`src/rtl/audio_playback_ctrl.sv`:
```
// -----------------------------------------------------------------------------
// audio_playback_ctrl
//
// Sequences stereo audio playback. It brings up the codec once after reset,
// then on START fetches one stereo frame at a time from a sample source,
// presents it to the codec on LDATA/RDATA, and waits for the codec to finish
// consuming it. It counts completed frames and either finishes or loops at the
// end of the song.
//
// Optional feature (macro AUDIO_VOLUME_SHIFT_EN):
//   Adds input VOL_SHIFT[2:0]. Captured samples are arithmetically right
//   shifted (signed) by VOL_SHIFT, sampled on the capture cycle. Without the
//   macro, samples pass through unmodified and VOL_SHIFT does not exist.
//
// Parameters:
//   SAMPLE_W    per-channel sample width in bits
//   NUM_FRAMES  stereo frames per song (1..65535)
//   LOOP        1 = restart after the last frame, 0 = finish
//
// Ports:
//   CLK                single clock, rising edge
//   RESET              synchronous, active low
//   START/STOP         one-cycle start/restart and abort pulses
//   PAUSE              level; holds playback between frames
//   SRC_REQ/SRC_VALID  sample-source handshake, SRC_LDATA/SRC_RDATA data
//   CODEC_INIT         codec bring-up pulse; CODEC_INIT_FINISH acknowledges
//   CODEC_DATA_OVER    codec has consumed the current frame
//   LDATA/RDATA        registered samples presented to the codec
//   FRAME_CNT          frames completed, BUSY, MUS_DONE status
// -----------------------------------------------------------------------------
module audio_playback_ctrl #(
  parameter int SAMPLE_W   = 16,
  parameter int NUM_FRAMES = 320,
  parameter int LOOP       = 0,
  localparam int CNT_W     = $clog2(NUM_FRAMES + 1)
) (
  input  logic                CLK,
  input  logic                RESET,
  input  logic                START,
  input  logic                STOP,
  input  logic                PAUSE,
  output logic                SRC_REQ,
  input  logic                SRC_VALID,
  input  logic [SAMPLE_W-1:0] SRC_LDATA,
  input  logic [SAMPLE_W-1:0] SRC_RDATA,
  output logic                CODEC_INIT,
  input  logic                CODEC_INIT_FINISH,
  input  logic                CODEC_DATA_OVER,
`ifdef AUDIO_VOLUME_SHIFT_EN
  input  logic [2:0]          VOL_SHIFT,
`endif
  output logic [SAMPLE_W-1:0] LDATA,
  output logic [SAMPLE_W-1:0] RDATA,
  output logic [CNT_W-1:0]    FRAME_CNT,
  output logic                BUSY,
  output logic                MUS_DONE
);

  typedef enum logic [2:0] {
    ST_INIT      = 3'd0,
    ST_INIT_WAIT = 3'd1,
    ST_IDLE      = 3'd2,
    ST_FETCH     = 3'd3,
    ST_PLAY      = 3'd4,
    ST_ADVANCE   = 3'd5,
    ST_HOLD      = 3'd6,
    ST_DONE      = 3'd7
  } state_e;

  localparam logic [CNT_W-1:0] LAST_CNT = CNT_W'(NUM_FRAMES);

  state_e              state_q, state_d;
  logic                armed_q, armed_d;
  logic [CNT_W-1:0]    frame_cnt_q, frame_cnt_d;
  logic [SAMPLE_W-1:0] ldata_q, ldata_d;
  logic [SAMPLE_W-1:0] rdata_q, rdata_d;
  logic [CNT_W-1:0]    cnt_inc_s;
  logic [2:0]          vol_shift_s;

`ifdef AUDIO_VOLUME_SHIFT_EN
  assign vol_shift_s = VOL_SHIFT;

  // Signed attenuation: sign bit is replicated into the vacated MSBs.
  function automatic logic [SAMPLE_W-1:0] scale_sample(
    input logic [SAMPLE_W-1:0] smp,
    input logic [2:0]          sh
  );
    return SAMPLE_W'($signed(smp) >>> sh);
  endfunction
`else
  assign vol_shift_s = 3'd0;

  function automatic logic [SAMPLE_W-1:0] scale_sample(
    input logic [SAMPLE_W-1:0] smp,
    input logic [2:0]          sh
  );
    logic unused_sh;
    unused_sh = ^sh;
    return smp;
  endfunction
`endif

  // The counter only advances from below LAST_CNT, so this never wraps.
  assign cnt_inc_s = frame_cnt_q + {{(CNT_W-1){1'b0}}, 1'b1};

  // Next-state, frame counter and sample-capture logic.
  always_comb begin
    state_d     = state_q;
    armed_d     = 1'b1;
    frame_cnt_d = frame_cnt_q;
    ldata_d     = ldata_q;
    rdata_d     = rdata_q;
    case (state_q)
      // armed_q is 0 only on the cycle right after reset, so INIT is
      // held for exactly one cycle with RESET high before moving on.
      ST_INIT: begin
        if (armed_q) state_d = ST_INIT_WAIT;
        else         state_d = ST_INIT;
      end
      ST_INIT_WAIT: begin
        if (CODEC_INIT_FINISH) state_d = ST_IDLE;
        else                   state_d = ST_INIT_WAIT;
      end
      ST_IDLE: begin
        if (START) begin
          state_d     = ST_FETCH;
          frame_cnt_d = '0;
        end else begin
          state_d = ST_IDLE;
        end
      end
      // STOP wins over SRC_VALID: no capture when aborting.
      ST_FETCH: begin
        if (STOP) begin
          state_d     = ST_IDLE;
          frame_cnt_d = '0;
        end else if (SRC_VALID) begin
          state_d = ST_PLAY;
          ldata_d = scale_sample(SRC_LDATA, vol_shift_s);
          rdata_d = scale_sample(SRC_RDATA, vol_shift_s);
        end else begin
          state_d = ST_FETCH;
        end
      end
      ST_PLAY: begin
        if (STOP) begin
          state_d     = ST_IDLE;
          frame_cnt_d = '0;
        end else if (CODEC_DATA_OVER) begin
          state_d = ST_ADVANCE;
        end else begin
          state_d = ST_PLAY;
        end
      end
      // End of song takes priority over PAUSE.
      ST_ADVANCE: begin
        if (STOP) begin
          state_d     = ST_IDLE;
          frame_cnt_d = '0;
        end else if (cnt_inc_s == LAST_CNT) begin
          if (LOOP != 0) begin
            state_d     = ST_FETCH;
            frame_cnt_d = '0;
          end else begin
            state_d     = ST_DONE;
            frame_cnt_d = cnt_inc_s;
          end
        end else begin
          frame_cnt_d = cnt_inc_s;
          if (PAUSE) state_d = ST_HOLD;
          else       state_d = ST_FETCH;
        end
      end
      ST_HOLD: begin
        if (STOP) begin
          state_d     = ST_IDLE;
          frame_cnt_d = '0;
        end else if (PAUSE) begin
          state_d = ST_HOLD;
        end else begin
          state_d = ST_FETCH;
        end
      end
      ST_DONE: begin
        if (STOP) begin
          state_d     = ST_IDLE;
          frame_cnt_d = '0;
        end else if (START) begin
          state_d     = ST_FETCH;
          frame_cnt_d = '0;
        end else begin
          state_d = ST_DONE;
        end
      end
      default: begin
        state_d     = ST_INIT;
        frame_cnt_d = '0;
      end
    endcase
  end

  // State and datapath registers with synchronous active-low reset.
  always_ff @(posedge CLK) begin
    if (!RESET) begin
      state_q     <= ST_INIT;
      armed_q     <= 1'b0;
      frame_cnt_q <= '0;
      ldata_q     <= '0;
      rdata_q     <= '0;
    end else begin
      state_q     <= state_d;
      armed_q     <= armed_d;
      frame_cnt_q <= frame_cnt_d;
      ldata_q     <= ldata_d;
      rdata_q     <= rdata_d;
    end
  end

  // Status outputs decoded from registered state only.
  assign SRC_REQ    = (state_q == ST_FETCH);
  assign CODEC_INIT = (state_q == ST_INIT) && armed_q;
  assign BUSY       = (state_q == ST_FETCH) || (state_q == ST_PLAY) ||
                      (state_q == ST_ADVANCE) || (state_q == ST_HOLD);
  assign MUS_DONE   = (state_q == ST_DONE);
  assign FRAME_CNT  = frame_cnt_q;
  assign LDATA      = ldata_q;
  assign RDATA      = rdata_q;

endmodule
```
`config.mk`:
```
export PLATFORM = sky130hd
export DESIGN_NAME = audio_playback_ctrl
export DESIGN_NICKNAME = d
export VERILOG_FILES = /design/src/rtl/audio_playback_ctrl.sv
export SDC_FILE = /design/constraint.sdc
export NUM_CORES = 1
export LEC_CHECK = 0
export BUFFER_PORTS_ARGS = -buffer_cell sky130_fd_sc_hd__buf_4
export CORE_ASPECT_RATIO = 1.25
export CORE_UTILIZATION = 43
export CTS_CLUSTER_DIAMETER = 60
export DETAILED_ROUTE_END_ITERATION = 10
export GPL_ROUTABILITY_DRIVEN = 0
export PLACE_DENSITY = 0.75
export SYNTH_ARGS = -nofsm -noshare
export SYNTH_HDL_FRONTEND = slang
export SYNTH_SLANG_ARGS = --single-unit
```
`constraint.sdc`:
```
create_clock -name CLK -period 1.4 [get_ports CLK]
set_input_delay 0.21 -clock CLK [delete_from_list [all_inputs] [get_ports CLK]]
set_output_delay 0.21 -clock CLK [all_outputs]
set_load 0.03 [all_outputs]
```
* After elaboration in Yosys (flattened, before gate mapping)
Cells that the tools add are included.
** Operators by class
- Equal/unequal tests :: 9
- Reductions and logical operators :: 9
- Muxes and demuxes :: 20
- Add/sub/neg operators :: 1
- Bitwise logic cells :: 1
** Operators by type and width (count)
- 2-to-1 mux 9 bit :: 4
- case mux 9 bit (4 select lines) :: 1
- 2-to-1 mux 3 bit :: 9
- case mux 3 bit (8 select lines) :: 1
- equality test 3 bit, second input constant :: 4
- adder 9 x 1 -> 9 bit, second input constant :: 1
- equality test 9 bit, second input constant :: 1
- equality test 3 x 2 -> 1 bit, second input constant :: 2
- 2-to-1 mux 1 bit :: 4
- nonzero test 4 bit :: 1
- equality test 3 x 1 -> 1 bit, second input constant :: 1
- zero test 3 bit :: 1
- logical OR 1 bit :: 3
- AND reduction 3 bit :: 1
- OR reduction 3 bit :: 1
- 2-to-1 mux 2 bit :: 1
- inequality test 2 x 1 -> 1 bit, second input constant :: 1
- AND reduction 2 bit :: 1
- logical AND 1 bit :: 1
- NOT 1 bit :: 1
** Storage, ports and cells
- Input bits :: 40
- Word-level logic and storage cells :: 45
- Output and inout port bits :: 45
- Register bits :: 45

* Logic depth before layout (Yosys ltp)
Gate-level depths: netlist of the first run.
- Depth after elaboration :: 5
- Depth in mapped cells :: 7

* Worst setup path before layout of the first run
No wires, ideal clock.
- Kind :: register -> register
- Start point :: reg state_q[2]
- End point :: reg state_q[1]
- Stages on the path, launching flop included :: 7
- Setup time :: 0.118 ns
- Path slack :: -0.354 ns
- Arrival time :: 1.636 ns
- Data required time :: 1.282 ns
- Cells stage by stage :: dfxtp_1 -> buf_4 -> buf_2 -> nor2_1 -> nand3b_1 -> buf_2 -> o2111a_1
** Between the ends
- Cells in the longest elaborated chain, start to end :: 2
- Elaborated cells between the ends (all ways) :: 9
- Those cells by class :: 7 x eq/ne; 1 x mux; 1 x reduce/logical
** RTL lines
- start, declared :: line 72 : state_e state_q, state_d;
- start signal, assigned :: line 211 : state_q <= state_d;
- equality test 3 x 2 -> 1 bit
- net SRC_REQ :: line 42 : output logic SRC_REQ,
- case mux 3 bit (8 select lines) :: line 113 : case (state_q)
The timed path passes the listed nets, and every way through them passes these cells.
A chain may end at the register's enable or synchronous reset.

* Worst setup path in the final report of the first run
- Start point :: reg state_q[0]
- End point :: out CODEC_INIT
** Between the ends
- Cells in the longest elaborated chain, start to end :: 2
** RTL lines
- zero test 3 bit :: line 221 : assign CODEC_INIT = (state_q == ST_INIT) && armed_q;
- logical AND 1 bit :: line 221
- end, declared :: line 46 : output logic CODEC_INIT,
Every way passes these cells.

==> flow_summary.toml, run 1 <==
[timing]
drv_slew = 0
relSlewSlack_pct = 78.3
hold_slack_ps = 150
setup-violations-final = 45
fin_tns_setup_ps = -4900
skew_ps = 11.9
grt_setup_unrepaired = "true"
post-route-min-period_ps = 1610
hold_viol_final = 0
worst_pin_slew_ps = 321
layout_setup_ws_ps = -206
max_freq_mhz = 623
fin_crit_sh_pct = 115

[setup_path]
path_class = "reg2out"
reg2reg_from = "state_q[0]$_SDFF_PN0_"
slowest_stage = "or3_4"
crit_path_start = "state_q[0]$_SDFF_PN0_"
cp_num_buf_inv = 2
crit_family = "simple AND/OR/NAND/NOR gates"
startpoint_type = "register"
end_kind = "output port"
required_ps = 1190
cpPeakStageDelay_ps = 400
crit_chain = "buf_4, or3_4, nor2_4, buf_6"
worstPathArrival_ps = 1400
cp_max_fo = 3

[floorplan]
start_util_pct = 45.9
die_h_um = 79.7
rows = 27
io_pins = 85
core_area_sq_um = 4530
die_x_um = 64.2
die-area_sq_um = 5110

[layout]
drive_above_1_share_pct = 40.7
final_nets = 394
n_fill_cell = 359
area_growth_pct = 55.5
antenna_cells = 0
final_cell_area_sq_um = 3230

[placement]
postPlaceCellArea_sq_um = 2880
portBuffers = 84
hpwlAfterDp_um = 3590
dp_slack_ps = -26.1

[pwr]
power_per_cell_area_nw_per_um2 = 753
pwr-share-seq_pct = 52.6
p_int_mw = 1.93
p_comb_share_pct = 8.2
p_clk_share_pct = 39.2
p_leak_nw = 1.32
switching_share_pct = 20.5
power.switching_mw = 0.499
power_mw = 2.43
ir_worst_vdd_mv = 0.468

[drt]
initialDrtViolationCount = 90
num_vias = 2124
drt_wl_total_um = 5760
vias_per_cell = 5.16
wl_met1_um = 2360
antenna_left = 0
routed-wl-met3_um = 363
routedWlPerCell_um = 14.0
firstDrtPassIters = 4
drc = 0
highest_layer = "met4"
wl_met2_um = 2950

[clocking]
cts_root_buf = "clkbuf_8"
cts_sinks = 45
cts_tree = "done"
clk_latency_ps = 300
clkTransAtPathRegs_ps = 90
numCtsBuffers = 5
cts_htree_levels = 2
clk_path_buf_depth = 2

[global_route]
grtUsageTotal_pct = 22.3
antenna_found_initial = 0
first_global_vias = 1854
grt_pass1_wl_um = 8790
overflow = 0
grt_max_degree = 39

[logic_synthesis]
synth_mux_area_share_pct = 0.482
yosysUniqueCellTypes = 43
synthFlopType = "dfxtp_1"
synthAdderAreaFrac_pct = 0.602
synth_cells = 252
netlist_top_cells_area = "dfxtp_1, nand2_1, a21boi_1"
synth_area_leader_cell = "dfxtp_1"
yosys.cell_count.top_type = "nand2_1"
synth-compound-area-share_pct = 22.5
synth_seq_area_share_pct = 43.4
synth-seq-cells = 45
synth-async-reset-ratio_pct = 0
syn_nets = 293
synthTopCellsByCount = "nand2_1, dfxtp_1, a21boi_1"
yosys.area.top_type_share_pct = 43.4
yosys.area_share.xor_xnor_pct = 0.422
synth_top_family_by_area = "simple AND/OR/NAND/NOR gates"
synth-edff-count = 0
synth.cell_area_sq_um = 2080
yosysWarnings = 0
yosys.area_share.simple_pct = 26.6
syn_area_per_cell_sq_um = 8.24

[hold_path]
hold_path.class = "in2reg"
min_from = "SRC_LDATA[8]"

[flow_run]
cap_violations = 0

[run_status]
violations = "negative setup slack"
status = "finished with violations"
[what timing repair did]
action | CTS | global route
endpoints found under the setup margin | 12 | 48
resized for setup | 10 | 9
hold buffers | 0 | 0
pin swaps | 6 | 9
setup buffers | 6 | 4
cloned | 3 | 0
[metrics by stage]
stage                     cells  util (%)
after floorplan             252         -
after detailed placement    391      63.5
after global placement      391      63.5
final                       412      71.3
after CTS                   408      70.0
after global routing        412      71.3
[final cells by class]
cell class / count / area [sq um] / share of cell area (%)
multi-input cells: 186 / 1120 / 34.8
repair buffers: 112 / 996 / 30.8
clock inverters: 2 / 35.0 / 1.08
clock buffers: 6 / 72.6 / 2.25
inverters: 3 / 11.3 / 0.349
flip-flops and latches: 45 / 918 / 28.4
well taps: 58 / 72.6 / 2.25
[power by group through the flow]
stage                     registers [mW]  clock network (mW)  logic (mW)
after floorplan                     1.31                   0      0.0679
after CTS                           1.28               0.964       0.194
final                               1.28               0.952       0.200
after global routing                1.28                1.02       0.213
after global placement              1.31                   0       0.180
after detailed placement            1.31                   0       0.180
[worst reg2reg max path, cell delays in order, from the launching register on]
cell       delay, ps
dfxtp_4          350
buf_4            140
buf_12           120
nand2_8           60
nor4b_4          240
buf_4            160
bufbuf_16        270
nand2_1           80
a21boi_1         130
[registers in the layout, summed over array words and instances, names as in the netlist]
signal / cells
state_q: 3
armed_q: 1
LDATA: 16
RDATA: 16
FRAME_CNT: 9
[final timing paths]
kind	end	slack, ps	cells past startpoint
min reg2reg	LDATA[15]$_SDFFE_PN0P_	450	2
max reg2reg	RDATA[3]$_SDFFE_PN0P_	-200	8
max	CODEC_INIT	-210	4
min	LDATA[8]$_SDFFE_PN0P_	150	3
[layout by cell type, fill, tap and decap left out, types with 2 or more instances in the layout]
| master | instances |
|---|---|
| a211oi_2 | 2 |
| a21boi_1 | 29 |
| a21boi_2 | 3 |
| a21oi_1 | 7 |
| a31oi_1 | 6 |
| and2_1 | 2 |
| and3_1 | 3 |
| buf_12 | 5 |
| buf_4 | 98 |
| buf_6 | 6 |
| bufbuf_16 | 2 |
| clkbuf_8 | 5 |
| dfxtp_1 | 37 |
| dfxtp_2 | 5 |
| dfxtp_4 | 3 |
| inv_1 | 3 |
| nand2_1 | 72 |
| nand2b_1 | 2 |
| nand3_1 | 5 |
| nand3b_1 | 2 |
| nand4_1 | 2 |
| nor2_1 | 10 |
| nor2_4 | 2 |
| nor2b_1 | 2 |
| nor3_1 | 2 |
| o21ai_0 | 8 |
| o21ai_1 | 5 |
[kinds of logic after synthesis]
kind of cell	after synthesis
AND/OR/NAND/NOR	116
AO/OA/AOI/OAI	67
multiplexers	1
flip-flops	45
adder cells (fa/ha/maj)	1
buffers and inverters	21
XOR/XNOR	1
[layer usage]
metal	up-vias	track usage, %
li1	1063	-
met1	973	25.6
met2	78	40.4
met3	10	4.57
met4	0	8.22
met5	-	0
Power figures use the tool's default switching activity.
==> run 2, diff against run 1 <==
--- a/config.mk
+++ b/config.mk
@@ -12,6 +12,7 @@
 export DETAILED_ROUTE_END_ITERATION = 10
 export GPL_ROUTABILITY_DRIVEN = 0
 export PLACE_DENSITY = 0.75
+export RECOVER_POWER = 25
 export SYNTH_ARGS = -nofsm -noshare
 export SYNTH_HDL_FRONTEND = slang
 export SYNTH_SLANG_ARGS = --single-unit
==> flow_summary.toml, run 2 (synthesis results as in run 1) <==
[run_status]
status = "finished with violations"
violations = "negative setup slack"

[drt]
antenna_left = 0
routedWlPerCell_um = 14.1
drt_wl_total_um = 5800
num_vias = 2134
initialDrtViolationCount = 80
vias_per_cell = 5.18
firstDrtPassIters = 4
drc = 0

[layout]
stdcell_count = 412
layout_common_cells = "buf_4, nand2_1, dfxtp_1"
final_nets = 394
antenna_cells = 0
final_cell_area_sq_um = 3200
area_growth_pct = 53.9
final_core_utilization_pct = 70.6
drive_above_1_share_pct = 38.1
final_common_cell = "buf_4"
n_fill_cell = 366

[floorplan]
die-area_sq_um = 5110
rows = 27
die_h_um = 79.7
die_x_um = 64.2
start_util_pct = 45.9
io_pins = 85
core_area_sq_um = 4530

[pwr]
ir_worst_vdd_mv = 0.468
power_per_cell_area_nw_per_um2 = 761
power_mw = 2.43
p_leak_nw = 1.29

[timing]
worst_pin_slew_ps = 394
max_freq_mhz = 622
relSlewSlack_pct = 73.9
grt_setup_unrepaired = "true"
drv_slew = 0
fin_crit_sh_pct = 115
skew_ps = 10.7
hold_viol_final = 0
setup-violations-final = 45
layout_setup_ws_ps = -207
post-route-min-period_ps = 1610

[setup_path]
worstPathArrival_ps = 1400
end_kind = "output port"
required_ps = 1190
cp_max_fo = 3
startpoint_type = "register"
path_class = "reg2out"

[clocking]
cts_sinks = 45
clk_latency_ps = 300
hold_buffers = 0
numCtsBuffers = 5
cts_root_buf = "clkbuf_8"
cts_htree_levels = 2
cts_tree = "done"
clk_path_buf_depth = 2
clkTransAtPathRegs_ps = 90

[hold_path]
hold_path.class = "in2reg"

[global_route]
overflow = 0
grt_max_degree = 39
grt_pass1_wl_um = 8790
antenna_found_initial = 0
first_global_vias = 1854
grtUsageTotal_pct = 22.3

[placement]
postPlaceCellArea_sq_um = 2880
hpwlAfterDp_um = 3590
place_inst = 391
portBuffers = 84

[flow_run]
cap_violations = 0
## run 2: metrics by stage
step | hold WS [ps] | setup WS (ps) | TNS (ps)
2_1_floorplan | 238 | -11.7 | -11.7
3_3_place_gp | 441 | 5.81 | 0
3_5_place_dp | 446 | -26.1 | -45.7
4_1_cts | 150 | -219 | -4030
5_1_grt | 147 | -248 | -8060
6_report | 150 | -207 | -4960
## run 2: worst paths after layout
| check | startpoint | end | slack [ps] | depth (start not counted) |
|---|---|---|---|---|
| min | SRC_LDATA[8] | LDATA[8]$_SDFFE_PN0P_ | 150 | 3 |
| min reg2reg | LDATA[15]$_SDFFE_PN0P_ | LDATA[15]$_SDFFE_PN0P_ | 450 | 2 |
| max reg2reg | state_q[0]$_SDFF_PN0_ | RDATA[3]$_SDFFE_PN0P_ | -200 | 8 |
| max | state_q[0]$_SDFF_PN0_ | CODEC_INIT | -210 | 4 |
## run 2: what timing repair did
action,in CTS,in global routing
setup buffers,6,4
setup endpoints to repair,12,48
cloned,3,0
resized for setup,10,9
endpoints found under the hold margin,0,0
pin swaps,6,9
## run 2: cell type report
class | count | area [sq um] | area share [%]
clock buffers | 6 | 72.6 | 2.27
clock inverters | 2 | 35.0 | 1.10
inverters | 3 | 11.3 | 0.352
multi-input cells | 186 | 1120 | 35.2
flip-flops and latches | 45 | 918 | 28.7
well taps | 58 | 72.6 | 2.27
repair buffers | 112 | 962 | 30.1
## run 2: power by group
| group | switching (mW) | total (mW) | internal, mW | leakage, nW |
|---|---|---|---|---|
| sequential | 0.00181 | 1.28 | 1.28 | 0.368 |
| combinational | 0.0750 | 0.200 | 0.125 | 0.863 |
| clock | 0.424 | 0.954 | 0.530 | 0.0552 |
| total | 0.501 | 2.43 | 1.93 | 1.29 |
## run 2: per-layer routing
metal / track usage (%) / up-vias / part of all wire, %
li1: - / 1060 / -
met1: 25.6 / 976 / 40
met2: 40.4 / 90 / 51
met3: 4.57 / 8 / 7.0
met4: 8.22 / 0 / 1.6
met5: 0 / - / 0
## run 2: critical path, cell delays in order, from the launching register on
cell,delay [ps]
dfxtp_4,350
buf_4,130
or3_4,400
nor2_4,100
buf_6,130
==> run 3, diff against run 2 <==
--- a/config.mk
+++ b/config.mk
@@ -13,6 +13,7 @@
 export GPL_ROUTABILITY_DRIVEN = 0
 export PLACE_DENSITY = 0.75
 export RECOVER_POWER = 25
+export SETUP_SLACK_MARGIN = 0.3
 export SYNTH_ARGS = -nofsm -noshare
 export SYNTH_HDL_FRONTEND = slang
 export SYNTH_SLANG_ARGS = --single-unit
==> flow_summary.toml, run 3 (synthesis results as in run 1) <==
[floorplan]
rows = 27
die_h_um = 79.7
start_util_pct = 45.9
core_area_sq_um = 4530
die_x_um = 64.2
io_pins = 85
die-area_sq_um = 5110

[clocking]
cts_tree = "done"
cts_htree_levels = 2
hold_buffers = 0
clk_path_buf_depth = 2
numCtsBuffers = 5
cts_sinks = 45
clkTransAtPathRegs_ps = 80
clk_latency_ps = 290
cts_root_buf = "clkbuf_8"

[setup_path]
startpoint_type = "register"
crit_path_end = "LDATA[12]$_SDFFE_PN0P_"
path_class = "reg2reg"
reg2reg_to = "LDATA[12]$_SDFFE_PN0P_"
required_ps = 1620
crit_path_start = "state_q[0]$_SDFF_PN0_"
reg2reg_from = "state_q[0]$_SDFF_PN0_"
worstPathArrival_ps = 1750
regToRegSetupSlack_ps = -120
reg2regPathDepth = 8
cp_max_fo = 8
end_kind = "register"

[global_route]
grtUsageTotal_pct = 23.8
grt_max_degree = 46
grt_pass1_wl_um = 9470
overflow = 0
use_met1_pct = 26.8
antenna_found_initial = 0
top_usage_layer = "met2"
grt_use_met2_pct = 44.0
first_global_vias = 1994
use_met3_pct = 5.00

[timing]
relSlewSlack_pct = 74.6
worst_pin_slew_ps = 380
setup-violations-final = 44
layout_setup_ws_ps = -122
post-route-min-period_ps = 1520
max_freq_mhz = 657
grt_setup_unrepaired = "true"
fin_crit_sh_pct = 109
drv_slew = 0
hold_viol_final = 0
skew_ps = 5.54

[layout]
layout_common_cells = "buf_4, nand2_1, dfxtp_1"
antenna_cells = 0
drive_above_1_share_pct = 55.8
area_growth_pct = 74.4
final_cell_area_sq_um = 3620
final_common_cell = "buf_4"
stdcell_count = 429
final_nets = 411

[drt]
initialDrtViolationCount = 159
num_vias = 2253
routedWlPerCell_um = 15.6
firstDrtPassIters = 4
antenna_left = 0
drc = 0
drt_wl_total_um = 6670
vias_per_cell = 5.25

[pwr]
ir_worst_vdd_mv = 0.617
power_per_cell_area_nw_per_um2 = 689
power_mw = 2.50
p_leak_nw = 1.50

[placement]
dp_slack_ps = -52.6
portBuffers = 84
place_inst = 391
hpwlAfterDp_um = 3600
postPlaceCellArea_sq_um = 2860

[flow_run]
cap_violations = 0

[hold_path]
hold_path.class = "in2reg"

[run_status]
violations = "negative setup slack"
status = "finished with violations"
==> run 3: cell types whose count changed in the layout (fill, tap and decap cells not counted), moves of 12 or more <==
| cell | change |
|---|---|
| buf_4 | +12 |
| nand2_2 | +14 |
| nand2_1 | -20 |
| a21boi_2 | +12 |
| buf_6 | +15 |
| a21boi_1 | -12 |
==> run 3: what timing repair did <==
item                                    4_1_cts  5_1_grt
gates resized for setup                      20       74
pin swaps                                    14       46
cloned                                        3        0
setup buffers                                 9       18
endpoints found under the setup margin       49       54
==> run 3: report_power, final <==
part	leakage [nW]	switching (mW)	internal, mW
sequential	0.372	0.00348	1.26
combinational	1.07	0.0898	0.133
clock	0.0585	0.424	0.582
==> run 3: layout make-up <==
type,count,area (sq um)
flip-flops and latches,45,941
clock inverters,1,30.0
inverters,3,11.3
clock buffers,7,86.3
multi-input cells,186,1320
repair buffers,129,1160
well taps,58,72.6
fillers,308,905
==> run 3: worst min path at each step <==
| stage | from | end | slack (ps) | cells after the start |
|---|---|---|---|---|
| finish | SRC_LDATA[5] | LDATA[5]$_SDFFE_PN0P_ | 150 | 3 |
| global route | SRC_RDATA[15] | RDATA[15]$_SDFFE_PN0P_ | 150 | 3 |
| CTS | SRC_LDATA[9] | LDATA[9]$_SDFFE_PN0P_ | 150 | 3 |
| detailed placement | LDATA[9]$_SDFFE_PN0P_ | LDATA[9]$_SDFFE_PN0P_ | 440 | 2 |
| global placement | RDATA[3]$_SDFFE_PN0P_ | RDATA[3]$_SDFFE_PN0P_ | 440 | 2 |
| floorplan | RESET | armed_q$_DFF_P_ | 240 | 0 |
==> run 3: layer usage <==
metal,vias up,wire length (um)
li1,1091,-
met1,1057,2590
met2,94,3600
met3,11,390
met4,0,97
met5,-,0
==> run 3: through the flow <==
step	util, %	hold slack, ps	setup TNS [ps]
after floorplan	-	238	-11.4
after global placement	63.2	438	-17.5
after detailed placement	63.2	442	-266
after CTS	70.8	152	-1650
after global routing	80.0	151	-6840
final	80.0	154	-3470
==> run 3: critical path, stage by stage, from the launching register on <==
cell	delay, ps
dfxtp_4	370
buf_6	130
nand2_8	70
nor4b_4	280
buf_4	190
buf_12	100
buf_12	130
nand2_1	60
a21boi_1	120
